File: config.mk
export PLATFORM = sky130hd
export DESIGN_NAME = next_line_prefetcher
export DESIGN_NICKNAME = d
export VERILOG_FILES = /design/src/rtl/next_line_prefetcher.sv
export SDC_FILE = /design/constraint.sdc
export NUM_CORES = 1
export LEC_CHECK = 0
export ABC_AREA = 0
export CORE_AREA = 4 4 241 243
export DETAILED_ROUTE_END_ITERATION = 10
export DIE_AREA = 0 0 245 247
export PLACE_DENSITY = 0.65
export REMOVE_ABC_BUFFERS = 1
export SETUP_SLACK_MARGIN = 0.5
export SLEW_MARGIN = 0
export SYNTH_ARGS = -nofsm -noshare
export SYNTH_HDL_FRONTEND = slang
export SYNTH_SLANG_ARGS = --single-unit
File: constraint.sdc
create_clock -name clk -period 3.2 [get_ports clk]
set_input_delay 0.32 -clock clk [delete_from_list [all_inputs] [get_ports clk]]
set_output_delay 0.32 -clock clk [all_outputs]
set_load 0.005 [all_outputs]
File: src/rtl/next_line_prefetcher.sv
// next_line_prefetcher: fetches the line after a demand miss into a single-entry buffer for the cache
module next_line_prefetcher #(
  parameter int s_offset = 5,
  parameter int s_line   = 256
) (
  input  logic              clk,
  input  logic              rst,
  input  logic              prefetch_start,
  input  logic [31:0]       cacheline_address,
  input  logic              cache_way,
  output logic [s_line-1:0] prefetch_rdata,
  output logic              prefetch_ready,
  output logic [31:0]       pf_cline_address,
  output logic              pf_cache_way,
  output logic              pf_pmem_read,
  output logic [31:0]       pf_pmem_address,
  input  logic [s_line-1:0] pf_pmem_rdata,
  input  logic              pf_pmem_resp
);
  typedef enum logic [1:0] {IDLE, FETCH, READY} state_t;
  localparam logic [31:0] LINE_MASK = ~((32'd1 << s_offset) - 32'd1);
  state_t            state_q, state_d;
  logic [31:0]       tgt_q, tgt_d, pend_tgt_q, pend_tgt_d;
  logic              way_q, way_d, pend_q, pend_d, pend_way_q, pend_way_d;
  logic [s_line-1:0] rdata_q, rdata_d;
  logic              ready_q, ready_d, pfway_q, pfway_d, read_q, read_d;
  logic [31:0]       cline_q, cline_d, addr_q, addr_d;
  logic [31:0]       tgt;
  logic              start_ok, launch, resp_ok, fill, gap, queue;
  // a line index of all ones has no successor, so such a start carries no target
  assign tgt      = (cacheline_address & LINE_MASK) + (32'd1 << s_offset);
  assign start_ok = prefetch_start & ~&cacheline_address[31:s_offset];
  assign launch   = start_ok & (state_q == IDLE | (state_q == READY & tgt != cline_q));
  assign resp_ok  = state_q == FETCH & read_q & pf_pmem_resp;
  assign fill     = resp_ok & ~pend_q & ~start_ok;
  assign gap      = state_q == FETCH & ~read_q;
  assign queue    = state_q == FETCH & read_q & start_ok;
  // state and datapath registers, all cleared by the asynchronous reset
  always_ff @(posedge clk or negedge rst) begin
    if (!rst) begin
      state_q    <= IDLE;
      tgt_q      <= '0;
      way_q      <= 1'b0;
      pend_q     <= 1'b0;
      pend_tgt_q <= '0;
      pend_way_q <= 1'b0;
      rdata_q    <= '0;
      ready_q    <= 1'b0;
      cline_q    <= '0;
      pfway_q    <= 1'b0;
      read_q     <= 1'b0;
      addr_q     <= '0;
    end else begin
      state_q    <= state_d;
      tgt_q      <= tgt_d;
      way_q      <= way_d;
      pend_q     <= pend_d;
      pend_tgt_q <= pend_tgt_d;
      pend_way_q <= pend_way_d;
      rdata_q    <= rdata_d;
      ready_q    <= ready_d;
      cline_q    <= cline_d;
      pfway_q    <= pfway_d;
      read_q     <= read_d;
      addr_q     <= addr_d;
    end
  end
  // next state: a response only retires to READY when no newer start is waiting
  always_comb begin
    state_d = state_q == IDLE  ? (start_ok ? FETCH : IDLE) :
              state_q == FETCH ? (fill ? READY : FETCH) :
              state_q == READY ? (launch ? FETCH : READY) : IDLE;
  end
  // request, pending slot and buffer; the read-low gap cycle reissues the newest pending target
  always_comb begin
    tgt_d      = launch ? tgt : gap ? (start_ok ? tgt : pend_tgt_q) : tgt_q;
    way_d      = launch ? cache_way : gap ? (start_ok ? cache_way : pend_way_q) : way_q;
    pend_d     = gap ? 1'b0 : queue ? 1'b1 : pend_q;
    pend_tgt_d = queue ? tgt : pend_tgt_q;
    pend_way_d = queue ? cache_way : pend_way_q;
    read_d     = launch | gap | (read_q & ~resp_ok);
    addr_d     = (launch | gap) ? tgt_d : addr_q;
    rdata_d    = fill ? pf_pmem_rdata : rdata_q;
    ready_d    = fill | (ready_q & ~launch);
    cline_d    = fill ? tgt_q : cline_q;
    pfway_d    = fill ? way_q : pfway_q;
  end
  assign prefetch_rdata   = rdata_q;
  assign prefetch_ready   = ready_q;
  assign pf_cline_address = cline_q;
  assign pf_cache_way     = pfway_q;
  assign pf_pmem_read     = read_q;
  assign pf_pmem_address  = addr_q;
endmodule

* Word-level counts from Yosys, hierarchy flattened *
Index checks and enable logic that the tools add are counted.

operators by class
  mux-type cells = 14
  reductions and logical operators = 5
  bitwise gates (word level) = 20
  equal/unequal tests = 3
  $add $sub $neg = 1

operators by type and width
  cell                                           number
  2-to-1 mux 32 bit                              3
  adder 32 x 6 -> 32 bit, second input constant  1
  != test 32 bit                                 1
  AND reduction 27 bit                           1
  AND 1 bit                                      11
  2-to-1 mux 2 bit                               5
  2-to-1 mux 1 bit                               6
  inverter 1 bit                                 5
  bitwise OR 1 bit                               4
  nonzero test 2 bit                             2
  == test 2 x 1 -> 1 bit, second input constant  1
  == test 2 bit, second input constant           1
  logical NOT 2 bit                              1
  logical NOT 1 bit                              1

word-level totals
  bits of input ports = 293
  flip-flop bits (word level) = 392
  logic and storage cells = 55

* Longest topological paths before layout *
  word-level depth = 9
  depth in mapped cells = 14
  gate-level depth less buffers = 10

* Worst setup path before layout *
OpenSTA, ideal clock, no wires.

  kind = input -> register
  start = in cacheline_address[5]
  end = reg tgt_q[31]
  stages on the path = 13
  arrival = 3401 ps
  path slack = -345 ps
  setup time = 144 ps
  cell sequence = ha_1 > nand3_1 > or4_1 > buf_2 > or3_1 > a311oi_1 > and4b_1 > nand4_2 > or4_1 > buf_4 > a21oi_4 > buf_6 > a221oi_1

between the ends
  longest elaborated chain between the ends = 6
  elaborated cells on any way between the ends = 11
  classes of those cells = add/sub (1); eq/ne (1); mux (3); bitwise (4); reduce/logical (2)

ends and longest elaborated chain
  element                                                                line    source
  from (decl)                                                            9       input logic [31:0] cacheline_address,
  adder 32 x 6 -> 32 bit / AND reduction 27 bit (equally long branches)  31, 32
  != test 32 bit / logical NOT 1 bit (equally long branches)             33, 32
  AND 1 bit (on tied branches)                                           33, 32
  bitwise OR 1 bit / 2-to-1 mux 32 bit (equally long branches)           33, 76
  AND 1 bit / 2-to-1 mux 32 bit (equally long branches)                  33, 76
  2-to-1 mux 32 bit (*)                                                  76      tgt_d = launch ? tgt : gap ? (start_ok ? tgt : pend_tgt_q) : tgt_q;
  via tgt_d[31]                                                          23      logic [31:0] tgt_q, tgt_d, pend_tgt_q, pend_tgt_d;
  to (signal assigned)                                                   55      tgt_q <= tgt_d;
  to (decl)                                                              23

Mark *: on every way through the listed nets, which the timed path passes. The rest lies on a longest branch.
A chain may end at the register's enable or synchronous reset.

* Worst setup path after layout *
  start = reg cline_q[3] (netlist: pf_cline_address[3])
  end = reg tgt_q[3]

between the ends
  longest elaborated chain between the ends = 5

ends and longest elaborated chain
  element                 line  source
  from (decl)             27    logic [31:0] cline_q, cline_d, addr_q, addr_d;
  from (signal assigned)  62    cline_q <= cline_d;
  != test 32 bit          33    assign launch = start_ok & (state_q == IDLE | (state_q == READY & tgt != cline_q));
  AND 1 bit               33
  bitwise OR 1 bit        33
  AND 1 bit               33
  2-to-1 mux 32 bit       76
  via tgt_d[3]            23

The timed path passes the listed nets, and every way through them passes these cells.

==> tab_implementation.tex <==
\begin{tabular}{lr}
\hline
Metric & Value \\
\hline
\multicolumn{2}{l}{\textbf{Synth}} \\
Mapped cell area & 0.0162 sq mm \\
Asr flop ratio synth & 1.00 \\
Number of synthesis warnings & 0 \\
Distinct cell type count of the synthesized netlist & 65 \\
Syn Inst Count & 1209 \\
Sequential-to-total area share from yosys stat & 0.598 \\
Flip-flop and latch count after synthesis & 387 \\
Post-synth top flop & sky130\_fd\_sc\_hd\_\_dfrtp\_1 \\
Per-instance average area after synthesis & 13.4 sq um \\
Number of flops mapped to enable cells by yosys & 0 \\
\multicolumn{2}{l}{\textbf{Global route}} \\
Wire length of the first global-routing pass & 89000 microns \\
Total overflow reported by the global router & 0 \\
Total global routing track utilization & 0.193 \\
Via count of the first global-routing pass & 13800 \\
Maximum number of pins on one net before global-route repair & 94 \\
Number of antenna violations at the first check in global routing & 12 \\
\multicolumn{2}{l}{\textbf{Clock network}} \\
Clock sinks & 387 \\
CTS H-tree depth & 2 \\
CTS buffer count & 45 \\
Clock tree from TritonCTS & done \\
Skew-Pair Late Insertion Delay & 0.56 ns \\
Clock root cell & sky130\_fd\_sc\_hd\_\_clkbuf\_16 \\
Largest buffer count on any clock path & 3 \\
Worst-path clk slew & 0.06 ns \\
\multicolumn{2}{l}{\textbf{Placed design}} \\
Count of input and output buffers & 610 \\
Final Wtd Congestion & 0.950 \\
Detailed placer's ending HPWL & 44700 microns \\
\multicolumn{2}{l}{\textbf{Outcome}} \\
Outcome & finished, final reports clean \\
\multicolumn{2}{l}{\textbf{Timing}} \\
Number of slew-limit violations in the final report & 0 \\
Worst-case clock skew & 0.0241 ns \\
Worst relative slew slack & 0.439 \\
Maximum clock frequency & 315 MHz \\
Slew of the pin with the lowest slew margin & 0.840 ns \\
Ratio of final minimum period to clock period & 0.991 \\
Hold slack final & 0.273 ns \\
Unrepaired setup endpoints after global routing & true \\
Final critical path time including I/O delays and setup & 3.17 ns \\
Fin Setup TNS & 0 ns \\
Count of final hold-check violations & 0 \\
Setup Viol. Count Final & 0 \\
\multicolumn{2}{l}{\textbf{Finish}} \\
Top library cells by usage in the layout, fill and taps aside & sky130\_fd\_sc\_hd\_\_clkdlybuf4s50\_1, sky130\_fd\_sc\_hd\_\_dfrtp\_1, sky130\_fd\_sc\_hd\_\_mux2\_2 \\
Most common cell after layout, fill and taps aside & sky130\_fd\_sc\_hd\_\_clkdlybuf4s50\_1 \\
Synthesis-to-layout area growth & 68.8\% \\
Number of nets in the final layout & 2256 \\
Fraction of final layout cells sized beyond drive strength 1 & 0.316 \\
\multicolumn{2}{l}{\textbf{Setup path}} \\
Largest fanout on the critical path & 10 \\
Required time at the worst-slack endpoint & 3.70 ns \\
Capturing element type of the critical path & flip-flop \\
CP startpoint kind & flip-flop \\
Worst path arrival time & 3.67 ns \\
Crit path kind & reg2reg \\
\multicolumn{2}{l}{\textbf{Hold path}} \\
Hold Path Class & in2reg \\
\multicolumn{2}{l}{\textbf{Flow run}} \\
Max-cap violations & 0 \\
\multicolumn{2}{l}{\textbf{Power}} \\
Pleak & 11.7 nW \\
Worst supply voltage drop on vdd & 0.562 mV \\
Post-route total power & 25.4 mW \\
Power density cells & 929 mW/mm\^{}2 \\
\multicolumn{2}{l}{\textbf{Detailed routing}} \\
Routed wire length & 63800 microns \\
Average wire length per cell after detail routing & 23.2 microns \\
DRC violations left & 0 \\
Remaining number of nets flagged by the antenna check after routing & 0 \\
Via count & 13300 \\
Starting DRT DRC Count & 741 \\
Vias per inst & 4.82 \\
1st-pass router iterations & 5 \\
\multicolumn{2}{l}{\textbf{Die}} \\
Core area & 0.0560 sq mm \\
Vertical die dimension & 247 microns \\
Area of the die & 0.0605 sq mm \\
Initial core utilization & 0.290 \\
Die boundary width & 245 microns \\
Top-level port count & 616 \\
Row cnt & 87 \\
\hline
\end{tabular}
## stage by stage
stage	setup slack, ns	instances	cell area (sq um)	util
4_1_cts	0.0470	2732	26400	0.471
2_1_floorplan	-5.47	1131	15900	-
5_1_grt	-0.0786	2752	27400	0.489
3_5_place_dp	-1.22	2620	24100	0.431
6_report	0.0297	2754	27400	0.489
3_3_place_gp	-1.11	2620	24100	0.431
## final timing paths
path                                                 start                               to  slack (ns)  depth (start not counted)
hold / removal                        cacheline_address[5]        pend_tgt_q[5]$_DFFE_PN0P_        0.27                          4
max in group asynchronous                              rst  prefetch_rdata[148]$_DFFE_PN0P_        1.91                          3
min in group asynchronous                              rst       pend_tgt_q[20]$_DFFE_PN0P_        0.38                          2
hold reg to reg                         pend_q$_DFFE_PN0P_               pend_q$_DFFE_PN0P_        0.49                          1
setup reg to reg           pf_cline_address[3]$_DFFE_PN0P_               tgt_q[3]$_DFF_PN0_        0.03                         11
setup / recovery           pf_cline_address[3]$_DFFE_PN0P_               tgt_q[3]$_DFF_PN0_        0.03                         11
## repair_timing
action	in CTS	in global routing
endpoints found under the setup margin	385	228
pin swaps	36	23
resized for setup	142	115
hold buffers	1	0
hold endpoints to repair	72	0
buffers inserted	20	4
cloned	10	16
## logic make-up (layout without fill, tap and decap cells)
logic type	after synthesis	in the layout	share of synthesized area
adder cells (fa/ha/maj)	1	1	0.000772
flip-flops	387	387	0.598
multiplexers	286	286	0.199
AO/OA/AOI/OAI	155	155	0.0711
other	0	2	0
XOR/XNOR	63	63	0.0350
buffers and inverters	96	883	0.0256
AND/OR/NAND/NOR	221	221	0.0713
## cell type report
cell class,count,area (sq um)
Antenna cell,2,5.00
Clock buffer,65,1310
Clock inverter,16,173
Fill cell,4907,28600
Inverter,18,67.6
Multi-Input combinational cell,726,6890
Sequential cell,387,9680
Tap cell,756,946
Timing Repair Buffer,784,8270
## cell usage after synthesis, types with 18 or more instances
| cell type | instances | area share |
|---|---|---|
| sky130_fd_sc_hd__o21ai_0 | 21 | 0.0065 |
| sky130_fd_sc_hd__xor2_1 | 24 | 0.013 |
| sky130_fd_sc_hd__clkbuf_1 | 51 | 0.012 |
| sky130_fd_sc_hd__nand2_1 | 46 | 0.011 |
| sky130_fd_sc_hd__nor2_1 | 64 | 0.015 |
| sky130_fd_sc_hd__mux2_2 | 285 | 0.20 |
| sky130_fd_sc_hd__xnor2_1 | 38 | 0.021 |
| sky130_fd_sc_hd__o221a_2 | 26 | 0.018 |
| sky130_fd_sc_hd__a21oi_1 | 40 | 0.012 |
| sky130_fd_sc_hd__inv_1 | 18 | 0.0042 |
| sky130_fd_sc_hd__dfrtp_1 | 387 | 0.60 |
## report_power, final
| group | switching [mW] | internal, mW | total (mW) | leakage [nW] |
|---|---|---|---|---|
| Combinational | 4.12 | 7.26 | 11.4 | 6.39 |
| Sequential | 1.57 | 7.28 | 8.85 | 4.61 |
| Clock | 2.10 | 3.09 | 5.20 | 0.722 |
## flip-flops by register name, indices dropped and copies added, names as in the netlist
signal,count
pend_tgt_q,27
pf_pmem_address,32
prefetch_rdata,256
pend_way_q,1
pf_pmem_read,1
tgt_q,32
way_q,1
state_q,2
prefetch_ready,1
pend_q,1
pf_cline_address,32
pf_cache_way,1
## critical path, stage by stage (launching register included)
cell	delay [ns]
sky130_fd_sc_hd__dfrtp_1	0.38
sky130_fd_sc_hd__or4_4	0.56
sky130_fd_sc_hd__nor4_4	0.17
sky130_fd_sc_hd__buf_4	0.17
sky130_fd_sc_hd__nand4_1	0.12
sky130_fd_sc_hd__nor4b_2	0.23
sky130_fd_sc_hd__nand4_1	0.22
sky130_fd_sc_hd__or4_4	0.59
sky130_fd_sc_hd__a21oi_4	0.28
sky130_fd_sc_hd__buf_12	0.15
sky130_fd_sc_hd__buf_16	0.11
sky130_fd_sc_hd__and2_4	0.13
## metal layers
| metal | vias up | track usage | share of wire |
|---|---|---|---|
| met5 | - | 0 | 0.0026 |
| met4 | 22 | 0.0443 | 0.023 |
| met3 | 123 | 0.0645 | 0.083 |
| met2 | 567 | 0.351 | 0.53 |
| met1 | 6714 | 0.219 | 0.36 |
| li1 | 5858 | - | - |
(Power assumes the default switching activity.)
==> RTL change, RTL diff (config.mk and constraints unchanged) <==
Change the parameter `s_offset` from 5 to 4.
--- a/src/rtl/next_line_prefetcher.sv
+++ b/src/rtl/next_line_prefetcher.sv
@@ -1,5 +1,5 @@
 // next_line_prefetcher: fetches the line after a demand miss into a single-entry buffer for the cache
 module next_line_prefetcher #(
-  parameter int s_offset = 5,
+  parameter int s_offset = 4,
   parameter int s_line   = 256
 ) (
Formal check against the unedited RTL: not equivalent (a bounded check fails within 4 cycles, from zero or initial values and one cycle with rst low).
==> RTL change against the original RTL <==
Combinational power shrank 5%. Critical path depth shrank 1. Wire length shrank 1.0%. Setup slack gained 0.21 ns. Power shrank 2.1%. Synthesized area grew 1.7%. Design area shrank 1.9%. Worst hold slack lost 0.032 ns. Non-clock buffer count grew 9. Sequential cell count grew 1. Critical endpoint is now tgt_q[10]. Largest cell class unchanged.
==> RTL change: results (changes against the original RTL) <==
endpoint: "tgt_q[10]"
holdPathStages: 3  # -1
wire_per_inst_um: 22.9  # -1.4%
setup.worst_path.start: "pf_cline_address[1]"
finalNonFillerCells: 2764  # +0.36%
fin_worst_skew_ns: 0.0208  # -0.00338 ns
ff2ff_path_depth: 10  # -1
antenna_found_initial: 15  # +3
fillCellCount: 4986  # +1.6%
yosys-top-cells-area: "dfrtp_1, mux2_2, mux2_1, xnor2_1, nor2_1"
placed_area_um2: 24500  # +1.6%
via_count: 13200  # -0.86%
whs_endpoint: "tgt_q[4]"
status: "completed"
synth_common_cells: "dfrtp_1, mux2_2, nor2_1, a21oi_1, nand2_1"
critical-path-max-stage-delay_ns: 0.57  # -0.02 ns
synthDistinctLibCells: 76  # +17%
final_nets: 2264  # +0.35%
cp_max_fo: 15  # +5
grt_max_degree: 97  # +3.2%
drt_iter0_markers: 804  # +8.5%
timing.rr.end: "tgt_q[10]"
relSlewSlack: 0.304  # -0.136
holdWs_ns: 0.241  # -0.0319 ns
grt_pass1_wl_mm: 90.3  # +1.5%
## RTL change: timing repair
| item | 4_1_cts | 5_1_grt |
|---|---|---|
| resized for setup | 60 | 84 |
| setup endpoints to repair | 358 | 357 |
| hold buffers | 1 | 0 |
| cloned | 3 | 6 |
| endpoints found under the hold margin | 70 | 0 |
| pin swaps | 16 | 29 |
| setup buffers | 15 | 6 |
## RTL change: cells by family (layout without fill, tap and decap cells)
family                     count (synthesis)  count (layout)  share of synthesized area
DFF                                      388             388                      0.589
muxes                                    296             296                      0.202
and+or+nand+nor                          223             223                     0.0793
AOI/OAI and AO/OA                        156             156                     0.0702
buffers and inverters                     92             890                     0.0272
xor gates and xnor gates                  52              52                     0.0319
adders and majority gates                  1               1                   0.000759
other                                      0               2                          0
## RTL change: worst reg2reg max path: stages (launching register included)
cell	delay (ns)
dfrtp_1	0.38
or4_4	0.57
nor4_4	0.24
o311ai_2	0.18
nor4_2	0.29
buf_4	0.19
nand4_4	0.11
nor3_4	0.22
o21ai_4	0.16
buf_12	0.23
o221a_1	0.25
## RTL change: per-layer routing
layer | GRT usage | wire [um]
met2 | 0.358 | 33000
met1 | 0.221 | 22600
met3 | 0.0651 | 5220
met5 | 0 | 84
met4 | 0.0604 | 2190
## RTL change: where the power goes
part           switching, W  internal, W
sequential          0.00155      0.00730
clock               0.00206      0.00319
combinational       0.00415      0.00666
## RTL change: area by class of cell
cell class | instances | area (um2) | share of cell area
inverter | 14 | 52.6 | 0.00196
clock inverter | 16 | 199 | 0.00741
sequential | 388 | 9710 | 0.362
timing repair buffer | 793 | 7900 | 0.294
tap | 756 | 946 | 0.0353
antenna | 2 | 5.00 | 0.000187
clock buffer | 67 | 1320 | 0.0492
multi-input combinational | 728 | 6700 | 0.250
